### src/rtl/branch_ctrl_unit.sv
// Branch control: 2-bit bimodal predictor (BHT), mispredict redirect/flush
// sequencer and a saturating mispredict counter.
module branch_ctrl_unit #(
  parameter int unsigned BHT_ENTRIES = 16,
  parameter int unsigned CNT_W       = 16
) (
  input  logic             CLK,
  input  logic             RESET,
  input  logic [31:0]      if_pc,
  output logic             pred_taken,
  input  logic             ex_valid,
  input  logic [31:0]      ex_pc,
  input  logic             ex_pred_taken,
  input  logic             ex_branch_out,
  input  logic [31:0]      ex_target,
  input  logic             stall,
  output logic             redirect,
  output logic [31:0]      redirect_pc,
  output logic             flush,
  output logic [CNT_W-1:0] mispredict_count
);

  localparam int unsigned IDX_W = $clog2(BHT_ENTRIES);
  localparam logic [CNT_W-1:0] CNT_MAX = '1;

  typedef enum logic [1:0] {
    S_IDLE     = 2'd0,
    S_REDIRECT = 2'd1,
    S_FLUSH    = 2'd2
  } state_t;

  state_t             r_state;
  state_t             w_state_nxt;
  logic [1:0]         r_bht [BHT_ENTRIES];
  logic [31:0]        r_redirect_pc;
  logic [CNT_W-1:0]   r_cnt;

  logic [IDX_W-1:0]   w_if_idx;
  logic [IDX_W-1:0]   w_ex_idx;
  logic               w_resolve;
  logic               w_mispredict;
  logic [31:0]        w_ex_pc_plus4;
  logic               w_unused_pc_bits;

  assign w_if_idx         = if_pc[IDX_W+1:2];
  assign w_ex_idx         = ex_pc[IDX_W+1:2];
  assign w_unused_pc_bits = ^{if_pc[31:IDX_W+2], if_pc[1:0]};
  assign w_ex_pc_plus4    = ex_pc + 32'd4;

  // Wrong-path branches arriving while a redirect is in flight never resolve.
  assign w_resolve    = ex_valid && !stall && (r_state == S_IDLE);
  assign w_mispredict = w_resolve && (ex_branch_out != ex_pred_taken);

  // Reads the registered counter, so a same-cycle update is not visible yet.
  assign pred_taken = r_bht[w_if_idx][1];

  always_ff @(posedge CLK or posedge RESET) begin
    if (RESET) begin
      for (int i = 0; i < int'(BHT_ENTRIES); i++) begin
        r_bht[i] <= 2'b01;
      end
    end else if (w_resolve) begin
      if (ex_branch_out) begin
        if (r_bht[w_ex_idx] != 2'b11) r_bht[w_ex_idx] <= r_bht[w_ex_idx] + 2'd1;
      end else begin
        if (r_bht[w_ex_idx] != 2'b00) r_bht[w_ex_idx] <= r_bht[w_ex_idx] - 2'd1;
      end
    end
  end

  always_ff @(posedge CLK or posedge RESET) begin
    if (RESET) begin
      r_redirect_pc <= 32'd0;
      r_cnt         <= '0;
    end else if (w_mispredict) begin
      r_redirect_pc <= ex_branch_out ? ex_target : w_ex_pc_plus4;
      if (r_cnt != CNT_MAX) r_cnt <= r_cnt + CNT_W'(1);
    end
  end

  always_ff @(posedge CLK or posedge RESET) begin
    if (RESET) r_state <= S_IDLE;
    else       r_state <= w_state_nxt;
  end

  always_comb begin
    w_state_nxt = r_state;
    if (!stall) begin
      case (r_state)
        S_IDLE:     if (w_mispredict) w_state_nxt = S_REDIRECT;
        S_REDIRECT: w_state_nxt = S_FLUSH;
        S_FLUSH:    w_state_nxt = S_IDLE;
        default:    w_state_nxt = S_IDLE;
      endcase
    end
  end

  always_comb begin
    redirect = 1'b0;
    flush    = 1'b0;
    case (r_state)
      S_REDIRECT: begin
        redirect = 1'b1;
        flush    = 1'b1;
      end
      S_FLUSH:    flush = 1'b1;
      default:    ;
    endcase
  end

  assign redirect_pc      = r_redirect_pc;
  assign mispredict_count = r_cnt;

endmodule
### config.mk
export PLATFORM = sky130hd
export DESIGN_NAME = branch_ctrl_unit
export DESIGN_NICKNAME = d
export VERILOG_FILES = /design/src/rtl/branch_ctrl_unit.sv
export SDC_FILE = /design/constraint.sdc
export NUM_CORES = 1
export LEC_CHECK = 0
export BUFFER_PORTS_ARGS = -buffer_cell sky130_fd_sc_hd__buf_2
export CORE_ASPECT_RATIO = 1.1
export CORE_MARGIN = 10
export CORE_UTILIZATION = 35
export DETAILED_ROUTE_END_ITERATION = 10
export PLACE_DENSITY = 0.55
export SLEW_MARGIN = 10
export SYNTH_ARGS = -nofsm -noshare
export SYNTH_HDL_FRONTEND = slang
export SYNTH_SLANG_ARGS = --single-unit
### constraint.sdc
create_clock -name CLK -period 6 [get_ports CLK]
set_clock_uncertainty 0.15 [all_clocks]
set_input_delay 0.6 -clock CLK [delete_from_list [all_inputs] [get_ports CLK]]
set_output_delay 0.6 -clock CLK [all_outputs]
set_load 0.03 [all_outputs]
Word level (Yosys, flattened, before mapping)
Index checks and enable logic that the tools add are counted.
{"block": "word_totals", "rom_bits": 0, "reg_bits": 82, "ramBits": 0, "mem_count": 0, "inputBits": 102, "output_inout_bits": 51, "wordCells": 66, "latch_bits": 0}
{"block": "classes", "multipliers": 0, "div": 0, "eq_ne": 7, "order_cmp": 3, "add_sub_neg": 4, "bitwise": 3, "reduce_logical": 12, "n_shift": 0, "mux": 18}
{"operator": "32-bit 2-to-1 mux", "count": 4}
{"operator": "32-bit bitwise mux", "count": 2}
{"operator": "32-bit by 3-bit adder with 32-bit output, second input constant", "count": 1}
{"operator": "16-bit by 1-bit adder with 16-bit output, second input constant", "count": 1}
{"operator": "2-bit binary-select mux with 4-bit select", "count": 2}
{"operator": "16-bit inequality test, second input constant", "count": 1}
{"operator": "2-bit 2-to-1 mux", "count": 6}
{"operator": "5-bit >= comparator, second input constant", "count": 2}
{"operator": "4-bit inverter with 5-bit output", "count": 2}
{"operator": "2-bit demux with 4-bit select", "count": 1}
{"operator": "5-bit by 1-bit less-than comparator with 1-bit output, second input constant", "count": 1}
{"operator": "1-bit logical AND", "count": 4}
{"operator": "2-bit inequality test, second input constant", "count": 2}
{"operator": "2-bit case mux with 2 select lines", "count": 1}
{"operator": "2-bit AND reduction", "count": 2}
{"operator": "2-bit nonzero test", "count": 2}
{"operator": "3-bit AND reduction", "count": 1}
{"operator": "2-bit by 1-bit adder with 2-bit output, second input constant", "count": 1}
{"operator": "2-bit by 1-bit == test with 1-bit output, second input constant", "count": 1}
{"operator": "2-bit == test, second input constant", "count": 1}
{"operator": "2-bit zero test", "count": 1}
{"operator": "1-bit 2-to-1 mux", "count": 2}
{"operator": "2-bit by 1-bit inequality test with 1-bit output, second input constant", "count": 1}
{"operator": "2-bit OR reduction", "count": 1}
{"operator": "other kinds (4)", "count": 4}

Longest topological paths before layout
Gate-level depths: netlist of run 1.
{"block": "logic_depth", "depth_word": 8, "mapped_depth": 12, "mapped_depth_nobuf": 10}

Worst setup path after synthesis of run 1
No wires, ideal clock.
{"block": "synth_timing", "kind": "in2reg", "startpoint": "input ex_pc[3]", "endpoint": "register r_bht[19] (netlist name)", "t_required_ns": 5.723, "path_slack_ns": 2.786, "stages": 12, "n_path_buf": 2, "setup_ns": 0.127, "arrival_ns": 2.937, "cell_sequence": "clkbuf_1 -> buf_2 -> mux2i_1 -> nand2_1 -> o21ai_1 -> mux4_2 -> ha_1 -> nor2b_1 -> a211oi_1 -> and2_1 -> nand2_1 -> mux2_1"}
{"block": "synth_between", "elab_chain_len": 8, "word_cells_on_any_way": 21, "cone_classes": "add/sub (2); order compare (2); eq/ne (2); mux (10); bitwise (1); reduce/logical (4)"}
{"element": "start: declaration", "line_no": "12", "source": "input logic [31:0] ex_pc,"}
{"element": "4-bit inverter with 5-bit output (implied by the code) *", "line_no": "64, 66"}
{"element": "2-bit binary-select mux with 4-bit select, or another cell as far along", "line_no": "64, 66"}
{"element": "2-bit 2-to-1 mux (implied by the code) or 1-bit logical AND (tied branches)", "line_no": "64, 66"}
{"element": "2-bit 2-to-1 mux (implied by the code)", "line_no": "64, 66"}
{"element": "2-bit by 1-bit subtractor with 2-bit output, or another cell as far along", "line_no": "66", "source": "if (r_bht[w_ex_idx] != 2'b00) r_bht[w_ex_idx] <= r_bht[w_ex_idx] - 2'd1;"}
{"element": "32-bit bitwise mux, on equally long branches", "line_no": "66, 64"}
{"element": "32-bit 2-to-1 mux, on equally long branches", "line_no": "66, 64"}
{"element": "32-bit 2-to-1 mux", "line_no": "63", "source": "if (ex_branch_out) begin"}
{"element": "end signal: indexed assignment", "line_no": "60", "source": "r_bht[i] <= 2'b01;"}
{"element": "end: declaration", "line_no": "34", "source": "logic [1:0] r_bht [BHT_ENTRIES];"}
Mark *: on every way between the ends. The rest lies on a longest branch, timed or not. The select of a mux whose other input is x is not followed.
A chain may end at the register's enable or synchronous reset.

Final worst setup path of run 1
{"block": "layout_timing", "startpoint": "input ex_pc[3]", "endpoint": "register r_bht[7] (netlist name)"}
Same word-level chain as after synthesis.

==> results.md, run 1 <==
- Setup_tns: 0 ps
- Drt first pass iters: 4
- Simple-gate share of the synthesized area: a little under a fifth
- Crit path DAT: approximately 3500 ps
- Fin. Hold Viols: 0
- Post-DP HPWL: 10000 µm
- Layout fillers: ~1400
- Vias: slightly below 4000
- Initial antenna violation count: 0
- Dpl cells: between 700 and 800
- Post-Synth XOR/XNOR Area: under 10%
- Post-route ant nets: 0
- Critical Path RT: slightly above 6000 ps
- Layout Nets: approximately 700
- Post_cts resized: 0
- DRT iter0 DRCs: 201
- Fin crit period: 3380 ps
- Status: finished, final reports clean
- Crit Path Class: input port to register
- Clock Latency Late Sink: approximately 340 ps
- Total GRT Usage: between 10% and 20%
- Metal-1 WL: around 6000 µm
- Initial core utilization: about 35%
- Clock transition at path regs: approximately 60 ps
- GR Overflow Total: 0
- Clk sinks: between 80 and 90
- CP startpoint kind: input port
- Total core area: ~14000 µm²
- Diodes inserted: 0
- Syn Inst Count: about 480
- Synth Area in Adders: approximately 2.6%
- Fmax: slightly below 300 MHz
- Syn_area_per_cell: between 10 and 15 µm²
- Most frequent cells in the layout: 124 x buf_2, 66 x dfrtp_1, 61 x nand2_1
- H-tree depth: 3
- Routed wl met2: about 6500 µm
- Cell row count: 45
- Number of buffers added on ports: between 100 and 150
- Post-synthesis mux area share: roughly 16%
- Net Count, Synth: 589
- Crit path capture type: register
- Largest net degree at the start of global routing: just over 80
- # setup viols final: 0
- Layout cell share with drive strength beyond 1: a little under a third
- Yosys warning count: 0
- Number of global-route vias before repair: between 3000 and 4000
- # DRC: 0
- Fin cells: between 700 and 800
- Register area share after synthesis: between 40% and 50%
- P_leak: 2.74 nW
- Die height: roughly 140 µm
- Max_cap viols: 0
- RSZ-0062 raised after global routing: no
- CTS root buffer: clkbuf_16
- CP max FO: 17
- Setup WS pre-CTS: around 2300 ps
- Commonest non-fill, non-tap cell in the layout: buf_2
- Maximum VDD drop: 185 µV
- Die Wd: between 100 and 150 µm
- Footprint of the multi-input gates: approximately 2600 µm²
- Slew HR: about 24%
- Area Overhead vs Synth: 20.7%
- CTS tree: done
- Synth Area in Compound Gates: 10.2%
- Yosys cell types: 50
- Post-route setup slack: 2620 ps
- Final max-slew violation count: 0
- Synth Cell Area: slightly below 5000 µm²
- Final period util: 56.3%
- Hold Buf Count CTS: 0
- DR WL/cell: between 15 and 20 µm
- Top Layer Used: met4
- Clock Tree Buf Depth: 2
- Post-detailed-routing wire length: roughly 13000 µm
- Num CTS Buffers: 9
- Synth Register Bits: slightly above 80
- Die Footprint: roughly 19000 µm²
- Hold crit path type: register to register
- Largest family of logic cells by synthesized area: simple AND/OR/NAND/NOR gates
- Wire length on met3: 697 µm
- Power per standard cell area: about 370 nW/µm²
- Num ports: roughly 150
- Placer congestion estimate: about 0.83
- Vias per cell: slightly above 5
- Register area: slightly above 2000 µm²
- Slew @ Worst Pin: ~1100 ps
- First-pass GRT wire length: 21100 µm
- Setup bufs post-CTS: 0
-- synthesized netlist by cell type (all sizes together) --
cell type / count / area [µm²]
a211oi: 1 / 7.51
a21oi: 12 / 67.6
a31oi: 1 / 6.26
and2: 6 / 37.5
and3: 4 / 25.0
and4: 5 / 43.8
buf: 13 / 95.1
clkbuf: 11 / 41.3
clkinv: 1 / 3.75
dfrtp: 66 / 1650
dfstp: 16 / 420
ha: 10 / 125
inv: 15 / 56.3
mux2: 39 / 439
mux2i: 8 / 80.1
mux4: 11 / 248
nand2: 61 / 229
nand2b: 11 / 68.8
nand3: 14 / 70.1
nand3b: 1 / 7.51
nand4: 13 / 93.8
nor2: 28 / 105
nor2b: 3 / 18.8
nor3: 8 / 50.1
nor4: 12 / 105
o211ai: 2 / 15.0
o21a: 4 / 30.0
o21ai: 36 / 180
o22ai: 5 / 43.8
o31a: 7 / 61.3
o31ai: 11 / 82.6
or2: 2 / 15.0
or3: 3 / 18.8
or4: 3 / 26.3
xnor2: 22 / 193
xor2: 12 / 105
-- through the flow --
stage | util, % | area, µm² | hold WS [ps] | total power, W
after floorplan | - | 4870 | 326 | 0.00144
after global placement | 40.8 | 5600 | 314 | 0.00169
after detailed placement | 40.8 | 5600 | 320 | 0.00171
after CTS | 42.8 | 5880 | 334 | 0.00223
after global routing | 42.8 | 5880 | 357 | 0.00234
final | 42.8 | 5880 | 329 | 0.00220
-- metal layers --
layer,GRT usage (%),vias to the layer above
li1,-,1931
met1,17.5,1904
met2,22.7,95
met3,3.42,11
met4,4.58,0
met5,0,-
-- where the power goes --
part / internal, W / switching, W
Combinational: 0.000289 / 0.000536
Sequential: 0.000758 / 0.000109
Clock: 0.000289 / 0.000220
Total: 0.00134 / 0.000865
-- final timing paths --
kind	cells after the start	slack, ps	from	endpoint
max	10	2620	ex_pc[3]	r_bht[7]$_DFFE_PP0P_
min	2	330	redirect_pc[10]$_DFFE_PP0P_	redirect_pc[10]$_DFFE_PP0P_
max reg2reg	10	2860	register	r_bht[7]$_DFFE_PP0P_
min reg2reg	2	330	redirect_pc[10]$_DFFE_PP0P_	redirect_pc[10]$_DFFE_PP0P_
max in group asynchronous	3	4590	RESET	redirect_pc[1]$_DFFE_PP0P_
min in group asynchronous	3	430	RESET	mispredict_count[3]$_DFFE_PP0P_
-- worst max-delay path: stages --
cell,delay (ps)
buf_2,370
mux2_2,380
o21ai_1,330
mux4_2,330
inv_1,40
ha_1,180
a211oi_1,410
and2_1,330
nand2_1,140
mux2_1,330
-- area by class of cell --
cell class | count | share of cell area [%]
sequential | 82 | 35.3
timing repair buffer | 126 | 10.8
clock inverter | 5 | 0.511
multi-input combinational | 355 | 44.2
clock buffer | 11 | 4.13
tap | 188 | 4.00
inverter | 16 | 1.04
-- cell families after synthesis --
| family | after synthesis |
|---|---|
| DFF | 82 |
| buffers and inverters | 40 |
| muxes | 58 |
| and+or+nand+nor | 174 |
| xor gates and xnor gates | 34 |
| AOI/OAI and AO/OA | 79 |
| adders and majority gates | 10 |
Power figures use the tool's default switching activity.
==> run 2: changes to the inputs <==
--- a/config.mk
+++ b/config.mk
@@ -5,12 +5,13 @@
 export SDC_FILE = /design/constraint.sdc
 export NUM_CORES = 1
 export LEC_CHECK = 0
+export ABC_AREA = 1
 export BUFFER_PORTS_ARGS = -buffer_cell sky130_fd_sc_hd__buf_2
 export CORE_ASPECT_RATIO = 1.1
 export CORE_MARGIN = 10
 export CORE_UTILIZATION = 35
 export DETAILED_ROUTE_END_ITERATION = 10
-export PLACE_DENSITY = 0.55
+export PLACE_DENSITY = 0.54
 export SLEW_MARGIN = 10
 export SYNTH_ARGS = -nofsm -noshare
 export SYNTH_HDL_FRONTEND = slang
==> constraint.sdc (replaced) <==
create_clock -name CLK -period 3.5 [get_ports CLK]
set_clock_uncertainty 0.15 [all_clocks]
set_input_delay 0.35 -clock CLK [delete_from_list [all_inputs] [get_ports CLK]]
set_output_delay 0.35 -clock CLK [all_outputs]
set_load 0.03 [all_outputs]
==> results.md, run 2 <==
- Diodes inserted: 0 (unchanged)
- Most common library cells after synthesis: 268 x nand2_1, 117 x nor2_1, 73 x inv_1, 66 x dfrtp_1, 42 x o21ai_0
- Top post-synthesis cells by area: dfrtp_1 30%, nand2_1 18%, nor2_1 8.0%, dfstp_2 7.7%, inv_1 5.0%
- Wire length on met3: 915 µm (+31%)
- Clock transition at path regs: 60 ps (about the same)
- Hold Buf Count CTS: 1 (+1)
- Setup_tns: 0 ps (unchanged)
- Synth Area in Adders: 2.29% (-0.28 points)
- Number of global-route vias before repair: 5140 (+30%)
- # DRC: 0 (unchanged)
- Syn_area_per_cell: 6.86 µm² (-33%)
- Synth Area in Compound Gates: 11.7% (+1.5 points)
- Crit path DAT: 2420 ps (-1030 ps)
- Clock Latency Late Sink: 340 ps (about the same)
- Clk sinks: 82 (unchanged)
- DR WL/cell: 14.9 µm (-13%)
- Die height: 151 µm (+5.2%)
- Crit-path slowest cell: dfstp_2
- First-pass GRT wire length: 26900 µm (+28%)
- RSZ-0062 raised after global routing: no
- Area Overhead vs Synth: 20.2%
- Die Footprint: 21000 µm² (+11%)
- Initial core utilization: 36.0% (+0.62 points)
- Maximum VDD drop: 397 µV (+120%)
- GR Overflow Total: 0 (unchanged)
- Yosys cell types: 36 (-28%)
- Yosys warning count: 0 (unchanged)
- DRT iter0 DRCs: 274 (+36%)
- Drt first pass iters: 4 (unchanged)
- Critical Path RT: 3560 ps (-2510 ps)
- Layout Nets: 1031 (+47%)
- Total GRT Usage: 15.7% (+1.9 points)
- Max_cap viols: 0 (unchanged)
- Reg2Reg Depth: 14 (+4)
- Register area share after synthesis: 37.9% (-4.7 points)
- Commonest non-fill, non-tap cell in the layout: nand2_1
- Crit path capture type: register
- Top_reg_cell synth: dfrtp_1
- Metal-1 WL: 7660 µm (+28%)
- Clock Tree Buf Depth: 2 (unchanged)
- Largest family of logic cells by synthesized area: simple AND/OR/NAND/NOR gates
- Hold EP: redirect_pc[1]$_DFFE_PP0P_
- Hold crit path type: input port to register
- Most frequent cells in the layout: 268 x nand2_1, 124 x buf_2, 117 x nor2_1
- R2r setup slk: 1140 ps (-1720 ps)
- Crit path largest cell delay: 530 ps (+120 ps)
- Hold Slack: 113 ps (-216 ps)
- Layout fillers: 1662 (+18%)
- Fmax: around 420 MHz
- Post-synth EDFFs: 0 (unchanged)
- Post-Synth XOR/XNOR Area: 3.34% (-2.8 points)
- Post_cts resized: 0 (unchanged)
- Cell row count: 47 (+4.4%)
- Synth Register Bits: 82 (unchanged)
- Worst-path cell chain: nand2_1, nand2_1, nand2_1, o21ai_1, nand2_1, nand2_2, nor2_8, ha_1, nand2_1, nand3_1, inv_2, nand2_1, nor2_1, o21ai_0
- Post-synthesis mux area share: 0% (-16 points)
- Largest net degree at the start of global routing: 45 (-46%)
- CP max FO: 5 (-12)
- CP delay by family, top: simple AND/OR/NAND/NOR gates
- Post-DP HPWL: 13000 µm (+30%)
- Bufs and invs on worst path: 1 (-1)
- Slew HR: 63.5% (+39 points)
- CTS root buffer: clkbuf_16
- Final period util: between 60 and 70%
- Final core utilization: 43.3% (+0.54 points)
- Worst flop-to-flop path endpoint: r_bht[13]$_DFFE_PP0P_
- Share of the synthesized area in the top cell type: 30.2% (-3.7 points)
- Synth Cell Area: 5470 µm² (+12%)
- Hold_sp: ex_pc[1]
- Fin. Hold Viols: 0 (unchanged)
- P_leak: 3.29 nW (+20%)
- Most frequent CP cell: nand2_1
- Simple-gate share of the synthesized area: 36.8% (+18 points)
- Post-detailed-routing wire length: 16700 µm (+25%)
- Crit Path Class: register to register
- Num CTS Buffers: 9 (unchanged)
- Area leader, netlist: dfrtp_1
- H-tree depth: 3 (unchanged)
- Syn Inst Count: 797 (+67%)
- Setup bufs post-CTS: 0 (unchanged)
- # setup viols final: 0 (unchanged)
- Net Count, Synth: 909 (+54%)
- Fin crit period: 2360 ps
- Total core area: 15200 µm² (+10%)
- Fraction of registers with async set/reset: 100% (unchanged)
- Slew @ Worst Pin: 548 ps (-582 ps)
- Final max-slew violation count: 0 (unchanged)
- Die Wd: 139 µm (+5.1%)
- Routed wl met2: 7830 µm (+20%)
- Num ports: 153 (unchanged)
- CTS tree: done
- Power per standard cell area: 670 nW/µm² (+79%)
- Status: finished, final reports clean
- Count leader, synth: nand2_1
- Vias: 5246 (+33%)
- Layout cell share with drive strength beyond 1: 23.1% (-8.5 points)
- Number of buffers added on ports: 124 (unchanged)
- Placer congestion estimate: 0.884 (+6.3%)
- Top Layer Used: met5
- Post-route ant nets: 0 (unchanged)
- Vias per cell: 4.68 (-6.9%)
- Worst hold stages: 3 (+1)
- Initial antenna violation count: 1 (+1)
- CP startpoint kind: register
==> run 2: cell types whose count changed in the layout (fill, tap and decap cells not counted), moves of 14 or more <==
| cell | change |
|---|---|
| nand2_1 | +207 |
| nor2_1 | +89 |
| inv_1 | +59 |
| o21ai_0 | +36 |
| mux2_1 | -34 |
| a21oi_1 | +27 |
| nand3_1 | +23 |
| o21ai_1 | -14 |
==> run 2: metrics by stage <==
step / power [W] / cells / setup WS [ps] / instance area [µm²]
global placement: 0.00346 / 1103 / 790 / 6260
floorplan: 0.00288 / 797 / 918 / 5470
global route: 0.00471 / 1120 / 883 / 6570
detailed placement: 0.00347 / 1103 / 780 / 6260
finish: 0.00440 / 1120 / 1140 / 6570
CTS: 0.00447 / 1120 / 1120 / 6570
==> run 2: worst max-delay path by stage <==
stage,startpoint,end,cells past startpoint
4_1_cts,register,r_bht[13]$_DFFE_PP0P_,14
3_5_place_dp,ex_pc[2],r_bht[13]$_DFFE_PP0P_,14
6_report,register,r_bht[13]$_DFFE_PP0P_,14
3_3_place_gp,ex_pc[2],register,16
5_1_grt,register,r_bht[21]$_DFFE_PP0P_,15
2_1_floorplan,RESET,mispredict_count[0]$_DFFE_PP0P_,1
==> run 2: per-layer routing <==
metal / track usage [%] / vias up
met5: 0 / -
met4: 5.38 / 2
met3: 3.98 / 21
met1: 19.9 / 2353
met2: 25.5 / 107
li1: - / 2763
==> run 2: where the power goes <==
part | leakage [nW] | internal [W] | switching (W)
clock | 0.149 | 0.000571 | 0.000411
combinational | 2.18 | 0.000556 | 0.00123
sequential | 0.964 | 0.00138 | 0.000250
total | 3.29 | 0.00250 | 0.00189
==> run 2: worst reg2reg max path, cell delays in order (launching register included) <==
cell and delay (ps):
dfstp_2 530, nand2_1 50, nand2_1 60, nand2_1 40, o21ai_1 100, nand2_1 80, nand2_2 140, nor2_8 60
ha_1 190, nand2_1 60, nand3_1 110, inv_2 100, nand2_1 130, nor2_1 300, o21ai_0 120
==> run 2: logic make-up (layout without fill, tap and decap cells) <==
group                      Yosys count  in the layout
and+or+nand+nor                    466            466
AOI/OAI and AO/OA                  116            116
buffers and inverters              103            230
DFF                                 82             82
xor gates and xnor gates            20             20
adders and majority gates           10             10
==> run 2: final cells by class <==
type | instances | area, µm² | share of cell area [%]
multi-input combinational | 612 | 2960 | 45.0
sequential | 82 | 2070 | 31.5
timing repair buffer | 133 | 691 | 10.5
inverter | 81 | 308 | 4.68
tap | 196 | 245 | 3.73
clock buffer | 11 | 243 | 3.69
clock inverter | 5 | 53.8 | 0.819
